### src/rtl/ram_loader_if.sv
// Bundle of host control, byte-stream and RAM-port signals for ram_loader.
// Signal suffixes are from the loader's point of view; the loader binds the slave modport.
interface ram_loader_if;
  localparam int unsigned AddrW  = 16;
  localparam int unsigned WordW  = 16;
  localparam int unsigned ByteW  = 8;
  localparam int unsigned CountW = 9;

  logic              start_i;
  logic              mode_i;
  logic [AddrW-1:0]  base_address_i;
  logic [CountW-1:0] word_count_i;
  logic              busy_o;
  logic              done_o;

  logic [ByteW-1:0]  rx_data_i;
  logic              rx_valid_i;
  logic              rx_ready_o;

  logic [ByteW-1:0]  tx_data_o;
  logic              tx_valid_o;
  logic              tx_ready_i;

  logic              ram_write_enable_o;
  logic [AddrW-1:0]  ram_address_o;
  logic [WordW-1:0]  ram_write_data_o;
  logic [WordW-1:0]  ram_read_data_i;

  modport slave (
    input  start_i, mode_i, base_address_i, word_count_i,
    input  rx_data_i, rx_valid_i, tx_ready_i, ram_read_data_i,
    output busy_o, done_o, rx_ready_o, tx_data_o, tx_valid_o,
    output ram_write_enable_o, ram_address_o, ram_write_data_o
  );

  modport master (
    output start_i, mode_i, base_address_i, word_count_i,
    output rx_data_i, rx_valid_i, tx_ready_i, ram_read_data_i,
    input  busy_o, done_o, rx_ready_o, tx_data_o, tx_valid_o,
    input  ram_write_enable_o, ram_address_o, ram_write_data_o
  );
endinterface

### src/rtl/ram_loader.sv
// Byte-stream to RAM word loader / RAM word to byte-stream dumper, little-endian.
// Every output is a register loaded from next-state values, so no input reaches an output combinationally.
module ram_loader #(
  parameter int unsigned DEPTH_WORDS = 256
) (
  input  logic         clk,
  input  logic         rst_n,
  ram_loader_if.slave  bus
);
  localparam int unsigned AddrW  = 16;
  localparam int unsigned WordW  = 16;
  localparam int unsigned ByteW  = 8;
  localparam int unsigned CountW = 9;

  typedef enum logic [2:0] {
    IDLE, LOAD_LO, LOAD_HI, WRITE, DUMP_READ, DUMP_LO, DUMP_HI, DONE
  } state_e;

  state_e            state_q, state_d;
  logic [AddrW-1:0]  ptr_q, ptr_d;
  logic [CountW-1:0] rem_q, rem_d;
  logic [WordW-1:0]  data_q, data_d;

  logic             busy_q, busy_d;
  logic             done_q, done_d;
  logic             rx_ready_q, rx_ready_d;
  logic             tx_valid_q, tx_valid_d;
  logic             we_q, we_d;
  logic [ByteW-1:0] tx_data_q, tx_data_d;

  // Next state, datapath and the output values that the next state will present.
  always_comb begin
    state_d = state_q;
    ptr_d   = ptr_q;
    rem_d   = rem_q;
    data_d  = data_q;

    unique case (state_q)
      IDLE: begin
        if (bus.start_i) begin
          ptr_d = {bus.base_address_i[AddrW-1:1], 1'b0};
          rem_d = bus.word_count_i;
          if (bus.word_count_i == CountW'(0)) state_d = DONE;
          else if (bus.mode_i)                state_d = DUMP_READ;
          else                                state_d = LOAD_LO;
        end
      end
      LOAD_LO: begin
        if (bus.rx_valid_i) begin
          data_d[ByteW-1:0] = bus.rx_data_i;
          state_d           = LOAD_HI;
        end
      end
      LOAD_HI: begin
        if (bus.rx_valid_i) begin
          data_d[WordW-1:ByteW] = bus.rx_data_i;
          state_d               = WRITE;
        end
      end
      WRITE: begin
        ptr_d   = ptr_q + AddrW'(2);
        rem_d   = rem_q - CountW'(1);
        state_d = (rem_q == CountW'(1)) ? DONE : LOAD_LO;
      end
      DUMP_READ: begin
        data_d  = bus.ram_read_data_i;
        state_d = DUMP_LO;
      end
      DUMP_LO: begin
        if (bus.tx_ready_i) state_d = DUMP_HI;
      end
      DUMP_HI: begin
        if (bus.tx_ready_i) begin
          ptr_d   = ptr_q + AddrW'(2);
          rem_d   = rem_q - CountW'(1);
          state_d = (rem_q == CountW'(1)) ? DONE : DUMP_READ;
        end
      end
      DONE:    state_d = IDLE;
      default: state_d = IDLE;
    endcase

    busy_d     = (state_d != IDLE);
    done_d     = (state_d == DONE);
    rx_ready_d = (state_d == LOAD_LO) || (state_d == LOAD_HI);
    tx_valid_d = (state_d == DUMP_LO) || (state_d == DUMP_HI);
    we_d       = (state_d == WRITE);
    tx_data_d  = (state_d == DUMP_HI) ? data_d[WordW-1:ByteW] : data_d[ByteW-1:0];
  end

  always_ff @(posedge clk or negedge rst_n) begin
    if (!rst_n) begin
      state_q    <= IDLE;
      ptr_q      <= '0;
      rem_q      <= '0;
      data_q     <= '0;
      busy_q     <= 1'b0;
      done_q     <= 1'b0;
      rx_ready_q <= 1'b0;
      tx_valid_q <= 1'b0;
      we_q       <= 1'b0;
      tx_data_q  <= '0;
    end else begin
      state_q    <= state_d;
      ptr_q      <= ptr_d;
      rem_q      <= rem_d;
      data_q     <= data_d;
      busy_q     <= busy_d;
      done_q     <= done_d;
      rx_ready_q <= rx_ready_d;
      tx_valid_q <= tx_valid_d;
      we_q       <= we_d;
      tx_data_q  <= tx_data_d;
    end
  end

  assign bus.busy_o             = busy_q;
  assign bus.done_o             = done_q;
  assign bus.rx_ready_o         = rx_ready_q;
  assign bus.tx_valid_o         = tx_valid_q;
  assign bus.tx_data_o          = tx_data_q;
  assign bus.ram_write_enable_o = we_q;
  assign bus.ram_address_o      = ptr_q;
  assign bus.ram_write_data_o   = data_q;

  // A requested transfer must fit the attached RAM.
  a_count_fits: assert property (@(posedge clk) disable iff (!rst_n)
    (state_q == IDLE && bus.start_i) |-> (32'(bus.word_count_i) <= DEPTH_WORDS));

endmodule

### src/flat_wrapper.sv
// flat-port wrapper written by rule: the top's interface ports become plain ports
module ram_loader_flat 
#(
  parameter int unsigned DEPTH_WORDS = 256
)
  (clk, rst_n, bus_start_i, bus_mode_i, bus_base_address_i, bus_word_count_i, bus_rx_data_i, bus_rx_valid_i, bus_tx_ready_i, bus_ram_read_data_i, bus_busy_o, bus_done_o, bus_rx_ready_o, bus_tx_data_o, bus_tx_valid_o, bus_ram_write_enable_o, bus_ram_address_o, bus_ram_write_data_o);
  ram_loader_if bus_i ();
  input  logic clk;
  input  logic rst_n;
  input wire logic [$bits(bus_i.start_i)-1:0] bus_start_i;
  input wire logic [$bits(bus_i.mode_i)-1:0] bus_mode_i;
  input wire logic [$bits(bus_i.base_address_i)-1:0] bus_base_address_i;
  input wire logic [$bits(bus_i.word_count_i)-1:0] bus_word_count_i;
  input wire logic [$bits(bus_i.rx_data_i)-1:0] bus_rx_data_i;
  input wire logic [$bits(bus_i.rx_valid_i)-1:0] bus_rx_valid_i;
  input wire logic [$bits(bus_i.tx_ready_i)-1:0] bus_tx_ready_i;
  input wire logic [$bits(bus_i.ram_read_data_i)-1:0] bus_ram_read_data_i;
  output wire logic [$bits(bus_i.busy_o)-1:0] bus_busy_o;
  output wire logic [$bits(bus_i.done_o)-1:0] bus_done_o;
  output wire logic [$bits(bus_i.rx_ready_o)-1:0] bus_rx_ready_o;
  output wire logic [$bits(bus_i.tx_data_o)-1:0] bus_tx_data_o;
  output wire logic [$bits(bus_i.tx_valid_o)-1:0] bus_tx_valid_o;
  output wire logic [$bits(bus_i.ram_write_enable_o)-1:0] bus_ram_write_enable_o;
  output wire logic [$bits(bus_i.ram_address_o)-1:0] bus_ram_address_o;
  output wire logic [$bits(bus_i.ram_write_data_o)-1:0] bus_ram_write_data_o;
  assign bus_i.start_i = bus_start_i;
  assign bus_i.mode_i = bus_mode_i;
  assign bus_i.base_address_i = bus_base_address_i;
  assign bus_i.word_count_i = bus_word_count_i;
  assign bus_i.rx_data_i = bus_rx_data_i;
  assign bus_i.rx_valid_i = bus_rx_valid_i;
  assign bus_i.tx_ready_i = bus_tx_ready_i;
  assign bus_i.ram_read_data_i = bus_ram_read_data_i;
  assign bus_busy_o = bus_i.busy_o;
  assign bus_done_o = bus_i.done_o;
  assign bus_rx_ready_o = bus_i.rx_ready_o;
  assign bus_tx_data_o = bus_i.tx_data_o;
  assign bus_tx_valid_o = bus_i.tx_valid_o;
  assign bus_ram_write_enable_o = bus_i.ram_write_enable_o;
  assign bus_ram_address_o = bus_i.ram_address_o;
  assign bus_ram_write_data_o = bus_i.ram_write_data_o;
  ram_loader #(.DEPTH_WORDS(DEPTH_WORDS)) u_core (.clk(clk), .rst_n(rst_n), .bus(bus_i));
endmodule
### config.mk
export PLATFORM = sky130hd
export DESIGN_NAME = ram_loader_flat
export DESIGN_NICKNAME = d
export VERILOG_FILES = /design/src/rtl/ram_loader_if.sv /design/src/rtl/ram_loader.sv /design/src/flat_wrapper.sv
export SDC_FILE = /design/constraint.sdc
export NUM_CORES = 1
export LEC_CHECK = 0
export ABC_AREA = 1
export BUFFER_PORTS_ARGS = -buffer_cell sky130_fd_sc_hd__buf_2
export CAP_MARGIN = 20
export CORE_MARGIN = 2
export CORE_UTILIZATION = 53
export CTS_BUF_LIST = sky130_fd_sc_hd__clkbuf_8
export DETAILED_ROUTE_END_ITERATION = 7
export PLACE_DENSITY = 0.91
export SLEW_MARGIN = 0
export SYNTH_ARGS = -nofsm -noshare
export SYNTH_HDL_FRONTEND = slang
export SYNTH_SLANG_ARGS = --single-unit
### constraint.sdc
create_clock -name clk -period 2.05 [get_ports clk]
set_input_delay 0.1025 -clock clk [delete_from_list [all_inputs] [get_ports clk]]
set_output_delay 0.1025 -clock clk [all_outputs]
set_load 0.01 [all_outputs]
==> metrics.sh, run 1 <==
TIMING.SLEW.HEADROOM=0.517
MIN_DELAY_WORST_TYPE='input pin to flop'
POWER-PER-CELL-AREA_nW_PER_UM2=1610
MOST_AREA_CONSUMING_CELLS_AFTER_SYNTHESIS='dfrtp_1 (44%), nand2_1 (13%), nand3_1 (7.6%)'
ROWS=28
ROUTED-VIA-COUNT=3341
DRC=0
GP_ROUTABILITY_CONGESTION=0.899
CTS.SINKS=56
CLOCK_TREE.BUFFER_DEPTH=2
GRT_MAX_DEGREE=57
CTS_MADE_BUFFERS=5
SYN_NETS=480
ROUTE.DETAILED.WL_PER_INST_UM=14.4
SYNTHCELLS=422
GRT_FIRST_PASS_WIRELENGTH_MM=13.5
ANTENNA_FOUND_INITIAL=0
SKEW_NS=0.0109
NETLIST_AREA_UM2=3160
FP.DIEH_UM=81.2
CAP_VIOL_MAX_COUNT=0
CTS_HTREE_LEVELS=2
TIMING_WORST_SLEW_PIN_VALUE_NS=0.724
DETAIL_ROUTE.VIAS_PER_CELL=5.62
TIMING.CRITICAL_PATH.FANOUT_MAX=9
SYNTH_AREA_LEADER_CELL='dfrtp_1'
DESIGN.DIE.AREA_UM2=6600
CTS-ROOT-BUF='clkbuf_8'
SETUP_VIOL_COUNT_FINAL=0
GRT_SETUP_UNREPAIRED='no'
FINAL_CELL_COUNT_NO_FILL=595
IO_PINS=100
ARRIVAL_NS=2.13
FIN_CRIT_SH=0.934
DIE-WIDTH_UM=81.2
CELLLEAKAGEPOWER_uW=0.00199
HOLD_VIOL=0
WORST_EP_REQUIRED_TIME_NS=2.27
STATUS='finished clean'
TIMING.CRITICAL_PATH.TO_TYPE='flop'
INITIAL_CORE_UTIL=0.540
HIGHEST_IR_DROP_SEEN_ON_VDD_V=0.000882
COMBINED_GLOBAL_ROUTE_UTILIZATION_OF_ALL_METAL_LAYERS=0.263
FINALMAXSLEWVIOLATIONS=0
FINALCRITICALPERIOD_NS=1.91
CRIT_TYPE='flop to flop'
CTS_TREE='yes'
YS.WARNINGS.COUNT=0
DETAILEDPLACEMENTHPWL_MM=6.11
SETUP_TNS_NS=0
SYN-MEAN-INSTANCE-AREA_UM2=7.49
DESIGN_POWER_TOTAL_uW=6200
ACHIEVABLE-FREQUENCY_MHz=522
DRT-PASS1-ITER-COUNT=5
YOSYSSEQAREASHARE=0.443
DRT_ITER0_DRC=266
ANTENNA-DIODE-COUNT=0
CLK-INSERTION-DELAY-LATE_NS=0.32
YOSYS_REGISTER_BITS=56
POST_LAYOUT_INST_AREA_UM2=3840
DRIVE_GT1_FRAC=0.246
CTS_REPAIR_RESIZES=0
HOLD-WORST-SLACK_NS=0.0306
NUMBER_OF_GLOBAL_ROUTE_VIAS_BEFORE_REPAIR=3112
WIRELENGTH_MM=8.59
AREA_GROWTH_PCT=21.5
GRT-OVFL-TOTAL=0
HOLDBUFCOUNTCTS=1
PLACEABLE_CORE_REGION_UM2=5850
YOSYSTOPAREACELLSHARE=0.443
CTS.REPAIR_TIMING.SETUP_BUFFER_COUNT=0
CLKSLEWWORSTSETUPHOLDPATHS_NS=0.11
PORTBUFS=97
NUM-NETS-FINAL=577
POST-PLACE-CELLS=586
SYNTH_CELL_TYPES=35
PLACEMENT.CELL_AREA_UM2=3720
WORST_SETUP_START_KIND='flop'
ANTENNA_VIOLATING_NETS_POST_ROUTE=0
[through the flow]
stage / util / setup slack [ns]
after floorplan: - / 0.544
after global placement: 0.635 / 0.269
after detailed placement: 0.635 / 0.208
after CTS: 0.657 / 0.186
after global routing: 0.657 / 0.0113
final: 0.657 / 0.136
[cells in the final DEF, fill, tap and decap left out, drive strengths merged]
cell type | Yosys | routed
dfrtp | 56 | 56
clkinv | 0 | 2
nand4 | 15 | 15
nand3 | 49 | 49
and2 | 1 | 1
and3 | 1 | 1
dlygate4sd3 | 0 | 1
bufinv | 0 | 1
nor2 | 40 | 40
ha | 3 | 3
xnor2 | 1 | 1
nand2 | 115 | 115
xor2 | 1 | 1
clkbuf | 2 | 5
a22oi | 2 | 2
o22ai | 6 | 6
buf | 15 | 106
a2bb2oi | 1 | 1
o211ai | 15 | 15
a31oi | 3 | 3
inv | 43 | 43
conb | 1 | 1
a21oi | 13 | 13
nor3 | 2 | 2
o21ai | 33 | 33
or2 | 3 | 3
a32oi | 1 | 1
[state kept, by name, summed over array words and instances, names as in the netlist]
register                       cells
u_core.bus.busy_o                  1
u_core.bus.ram_address_o          15
u_core.bus.rx_ready_o              1
u_core.state_q                     3
u_core.bus.done_o                  1
u_core.rem_q                       9
u_core.bus.ram_write_enable_o      1
u_core.bus.tx_data_o               8
u_core.bus.ram_write_data_o       16
u_core.bus.tx_valid_o              1
[worst max-delay path: stages, from the launching register on]
cell and delay (ns):
dfrtp_1 0.37, inv_1 0.11, ha_1 0.16, nand2_1 0.06
nor2_1 0.20, nand3_1 0.13, and2_1 0.17, nand2_1 0.15
nand3_2 0.27, nand2_1 0.15, nand2_1 0.06
[area by class of cell]
class	count	area, um^2
clock buffer	5	68.8
clock inverter	3	47.5
fill	513	2010
inverter	43	164
multi-input combinational	306	1490
sequential	56	1400
tap	75	93.8
timing repair buffer	107	576
[report_power, final]
| part | internal (uW) | switching, uW |
|---|---|---|
| clock network | 369 | 391 |
| registers | 1650 | 434 |
| logic | 1220 | 2140 |
| total | 3230 | 2970 |
[per-layer routing]
metal	part of all wire	vias up	track usage
met4	0.010	0	0.0780
met3	0.080	11	0.0556
met5	0	-	0
met1	0.41	1551	0.319
li1	-	1595	-
met2	0.50	184	0.469
[kinds of logic after synthesis]
| family | Yosys count | synth area share |
|---|---|---|
| other cells | 1 | 0.00119 |
| xor+xnor | 2 | 0.00554 |
| compound gates | 74 | 0.137 |
| buf+inv | 60 | 0.0863 |
| flops | 56 | 0.443 |
| simple gates | 226 | 0.315 |
| fa+ha+maj | 3 | 0.0119 |
[final timing paths]
check	startpoint	to	slack, ns	cells after the start
max in group asynchronous	rst_n	u_core.bus.ram_write_data_o[4]$_DFF_PN0_	1.11	3
hold / removal	bus_ram_read_data_i[1]	u_core.bus.ram_write_data_o[1]$_DFF_PN0_	0.03	3
setup / recovery	u_core.rem_q[1]$_DFFE_PN0P_	u_core.bus.tx_data_o[3]$_DFF_PN0_	0.14	10
hold reg to reg	u_core.rem_q[7]$_DFFE_PN0P_	u_core.rem_q[7]$_DFFE_PN0P_	0.50	2
setup reg to reg	u_core.rem_q[1]$_DFFE_PN0P_	u_core.bus.tx_data_o[3]$_DFF_PN0_	0.14	10
min in group asynchronous	rst_n	u_core.rem_q[3]$_DFFE_PN0P_	0.45	3
[synth_stat cells (all sizes together)]
cell type / count
o22ai: 6
dfrtp: 56
a32oi: 1
and3: 1
buf: 15
a22oi: 2
a21oi: 13
or2: 3
nand3: 49
a31oi: 3
conb: 1
nor2: 40
ha: 3
clkbuf: 2
nand4: 15
and2: 1
a2bb2oi: 1
nor3: 2
xnor2: 1
nand2: 115
o211ai: 15
xor2: 1
o21ai: 33
inv: 43
Note: power is estimated with default switching activity, not from simulation.
==> run 2, diff against run 1 <==
--- a/config.mk
+++ b/config.mk
@@ -9,11 +9,12 @@
 export BUFFER_PORTS_ARGS = -buffer_cell sky130_fd_sc_hd__buf_2
 export CAP_MARGIN = 20
 export CORE_MARGIN = 2
-export CORE_UTILIZATION = 53
+export CORE_UTILIZATION = 45
 export CTS_BUF_LIST = sky130_fd_sc_hd__clkbuf_8
+export CTS_CLUSTER_DIAMETER = 150
 export DETAILED_ROUTE_END_ITERATION = 7
-export PLACE_DENSITY = 0.91
-export SLEW_MARGIN = 0
+export PLACE_DENSITY = 0.8
+export SLEW_MARGIN = 15
 export SYNTH_ARGS = -nofsm -noshare
 export SYNTH_HDL_FRONTEND = slang
 export SYNTH_SLANG_ARGS = --single-unit
==> run 2 against run 1 <==
Effect of this change:
- combinational power is essentially flat
- non-clock buffer count stayed put
- register-to-register slack better by 0.04 ns
- global-route usage is 4.3 points lower
- critical path depth unchanged
- cell area grew 0.98%
- worst setup slack improved by 0.041 ns
- total power decreased by 1.2%
- die area rose by 17%
- sequential share of layout area is 0.35 points lower
- clock power fell by 6.8%
==> metrics.sh, run 2 (synthesized netlist as in run 1, its figures left out) <==
SKEW_NS=0.00625
CTS.SINKS=56
CTS_HTREE_LEVELS=2
DRT_ITER0_DRC=127
FINALMAXSLEWVIOLATIONS=0
ROUTE.DETAILED.WL_PER_INST_UM=13.5
ACHIEVABLE-FREQUENCY_MHz=534
POWER_INTERNAL_uW=3230
CRIT_TYPE='flop to flop'
NUMBER_OF_GLOBAL_ROUTE_VIAS_BEFORE_REPAIR=3064
DRT-PASS1-ITER-COUNT=5
WORST_SETUP_START_KIND='flop'
DETAILEDPLACEMENTHPWL_MM=6.05
PORTBUFS=97
CPLARGESTDELAYFAMILY='simple AND/OR/NAND/NOR gates'
HIGHEST_IR_DROP_SEEN_ON_VDD_V=0.000770
CAP_VIOL_MAX_COUNT=0
FINALCRITICALPERIOD_NS=1.87
SWITCHING_SHARE=0.472
ANTENNA_VIOLATING_NETS_POST_ROUTE=0
GRT_FIRST_PASS_WIRELENGTH_MM=13.6
POWER-PER-CELL-AREA_nW_PER_UM2=1580
GRT_SETUP_UNREPAIRED='no'
STATUS='finished clean'
WORST_EP_REQUIRED_TIME_NS=2.25
CLOCK_TREE.BUFFER_DEPTH=2
DESIGN.DIE.AREA_UM2=7710
CTS_MADE_BUFFERS=5
GP_ROUTABILITY_CONGESTION=0.924
COMBINED_GLOBAL_ROUTE_UTILIZATION_OF_ALL_METAL_LAYERS=0.220
POST_LAYOUT_INST_AREA_UM2=3880
ANTENNA-DIODE-COUNT=0
PLACEABLE_CORE_REGION_UM2=6790
LAYOUT.CELLS.MOST_COMMON='nand2_1'
ROUTED-VIA-COUNT=3301
WIRELENGTH_MM=8.33
CTS-ROOT-BUF='clkbuf_8'
CELLLEAKAGEPOWER_uW=0.00200
CLK-INSERTION-DELAY-LATE_NS=0.30
IO_PINS=100
LARGEST_REG_FLOPS=16
DETAIL_ROUTE.VIAS_PER_CELL=5.36
GRT_MAX_DEGREE=57
PLACEMENT.CELL_AREA_UM2=3750
HOLD_VIOL=0
POWER.SWITCHING_uW=2890
ANTENNA_FOUND_INITIAL=0
SETUP_TNS_NS=0
FRACTION_OF_POWER_CONSUMED_BY_SEQUENTIAL_LOGIC=0.338
COMMONEST_CELLS_AFTER_ROUTING_FILL_AND_TAPS_ASIDE='nand2_1 (111), buf_2 (97), dfrtp_1 (56)'
SETUP_VIOL_COUNT_FINAL=0
CTS.REPAIR_TIMING.SETUP_BUFFER_COUNT=0
CRIT_PATH_FREQUENT_CELL='nand2_1'
MIN_DELAY_WORST_TYPE='input pin to flop'
TIMING.CRITICAL_PATH.TO_TYPE='flop'
DRC=0
BUFFERS_INVERTERS_ON_CRITICAL_PATH=2
CLKSLEWWORSTSETUPHOLDPATHS_NS=0.10
WL_MET2_MM=4.01
GRT-OVFL-TOTAL=0
DIE-WIDTH_UM=87.8
MET3_WIRELENGTH_FROM_DETAILED_ROUTING_UM=659
SLOWEST_DELAY_NS=0.37
DRIVE_GT1_FRAC=0.244
POWER_FRAC_COMB=0.546
FIN_CRIT_SH=0.914
CRITICAL_PATH.CELL_CHAIN='inv_1 -> ha_1 -> nand2_1 -> nor2_1 -> nand4_1 -> nand2_1 -> nand2_1 -> buf_4 -> nand4_1 -> nand2_1'
HIGHEST_LAYER='met4'
ROWS=30
AREA_GROWTH_PCT=22.7
CRIT_PATH_TOP_DELAY_CELL='dfrtp_1'
FP.DIEH_UM=87.8
INITIAL_CORE_UTIL=0.465
CLOCKPOWERSHARE=0.116
TIMING.CRITICAL_PATH.FANOUT_MAX=8
FINAL.FILL_COUNT=644
ARRIVAL_NS=2.07
NUM-NETS-FINAL=577
CTS_TREE='yes'
WL_MET1_MM=3.55
-- run 2: cell type report --
class	instances	area, um^2	area share
clock buffers	5	68.8	0.0177
clock inverters	3	38.8	0.0100
inverters	43	164	0.0422
multi-input cells	306	1500	0.386
flip-flops and latches	56	1400	0.361
well taps	96	120	0.0310
repair buffers	107	588	0.152
-- run 2: routing by layer --
layer / vias to the layer above / global-route usage
li1: 1600 / -
met1: 1549 / 0.284
met2: 139 / 0.375
met3: 13 / 0.0481
met4: 0 / 0.0615
met5: - / 0
-- run 2: repair_timing --
| item | in CTS | in global routing |
|---|---|---|
| endpoints found under the setup margin | 0 | 4 |
| hold buffers | 1 | 0 |
| resized for setup | 0 | 1 |
| hold endpoints to repair | 56 | 0 |
-- run 2: worst min-delay path: stages --
cell and delay, ns:
buf_2 0.07, nand2_1 0.04, o211ai_1 0.10
-- run 2: path summary, 6_finish.rpt --
kind                                             start                                  endpoint  slack, ns  cells after the start
max                        u_core.rem_q[1]$_DFFE_PN0P_         u_core.bus.tx_data_o[0]$_DFF_PN0_       0.18                     10
max reg2reg                u_core.rem_q[1]$_DFFE_PN0P_         u_core.bus.tx_data_o[0]$_DFF_PN0_       0.18                     10
min in group asynchronous                        rst_n               u_core.rem_q[2]$_DFFE_PN0P_       0.32                      3
max in group asynchronous                        rst_n               u_core.state_q[2]$_DFF_PN0_       1.48                      3
min reg2reg                u_core.rem_q[7]$_DFFE_PN0P_               u_core.rem_q[7]$_DFFE_PN0P_       0.49                      2
min                             bus_ram_read_data_i[8]  u_core.bus.ram_write_data_o[8]$_DFF_PN0_       0.05                      3
-- run 2: through the flow --
step | utilization | worst slack (ns) | std cells | hold WS (ns) | total power, uW
6_report | 0.571 | 0.177 | 616 | 0.0536 | 6130
5_1_grt | 0.571 | 0.00936 | 616 | 0.0607 | 6660
4_1_cts | 0.570 | 0.0937 | 616 | 0.0386 | 6120
3_5_place_dp | 0.553 | 0.168 | 607 | 0.131 | 5390
3_3_place_gp | 0.553 | 0.264 | 607 | 0.127 | 5270
2_1_floorplan | - | 0.544 | 422 | -0.193 | 4350
-- run 2: power groups by stage --
stage          Clock [uW]  Combinational [uW]  Sequential, uW
5_1_grt               775                3740            2140
3_3_place_gp            0                3210            2070
3_5_place_dp            0                3320            2070
6_report              708                3350            2070
4_1_cts               725                3330            2060
2_1_floorplan           0                2160            2190
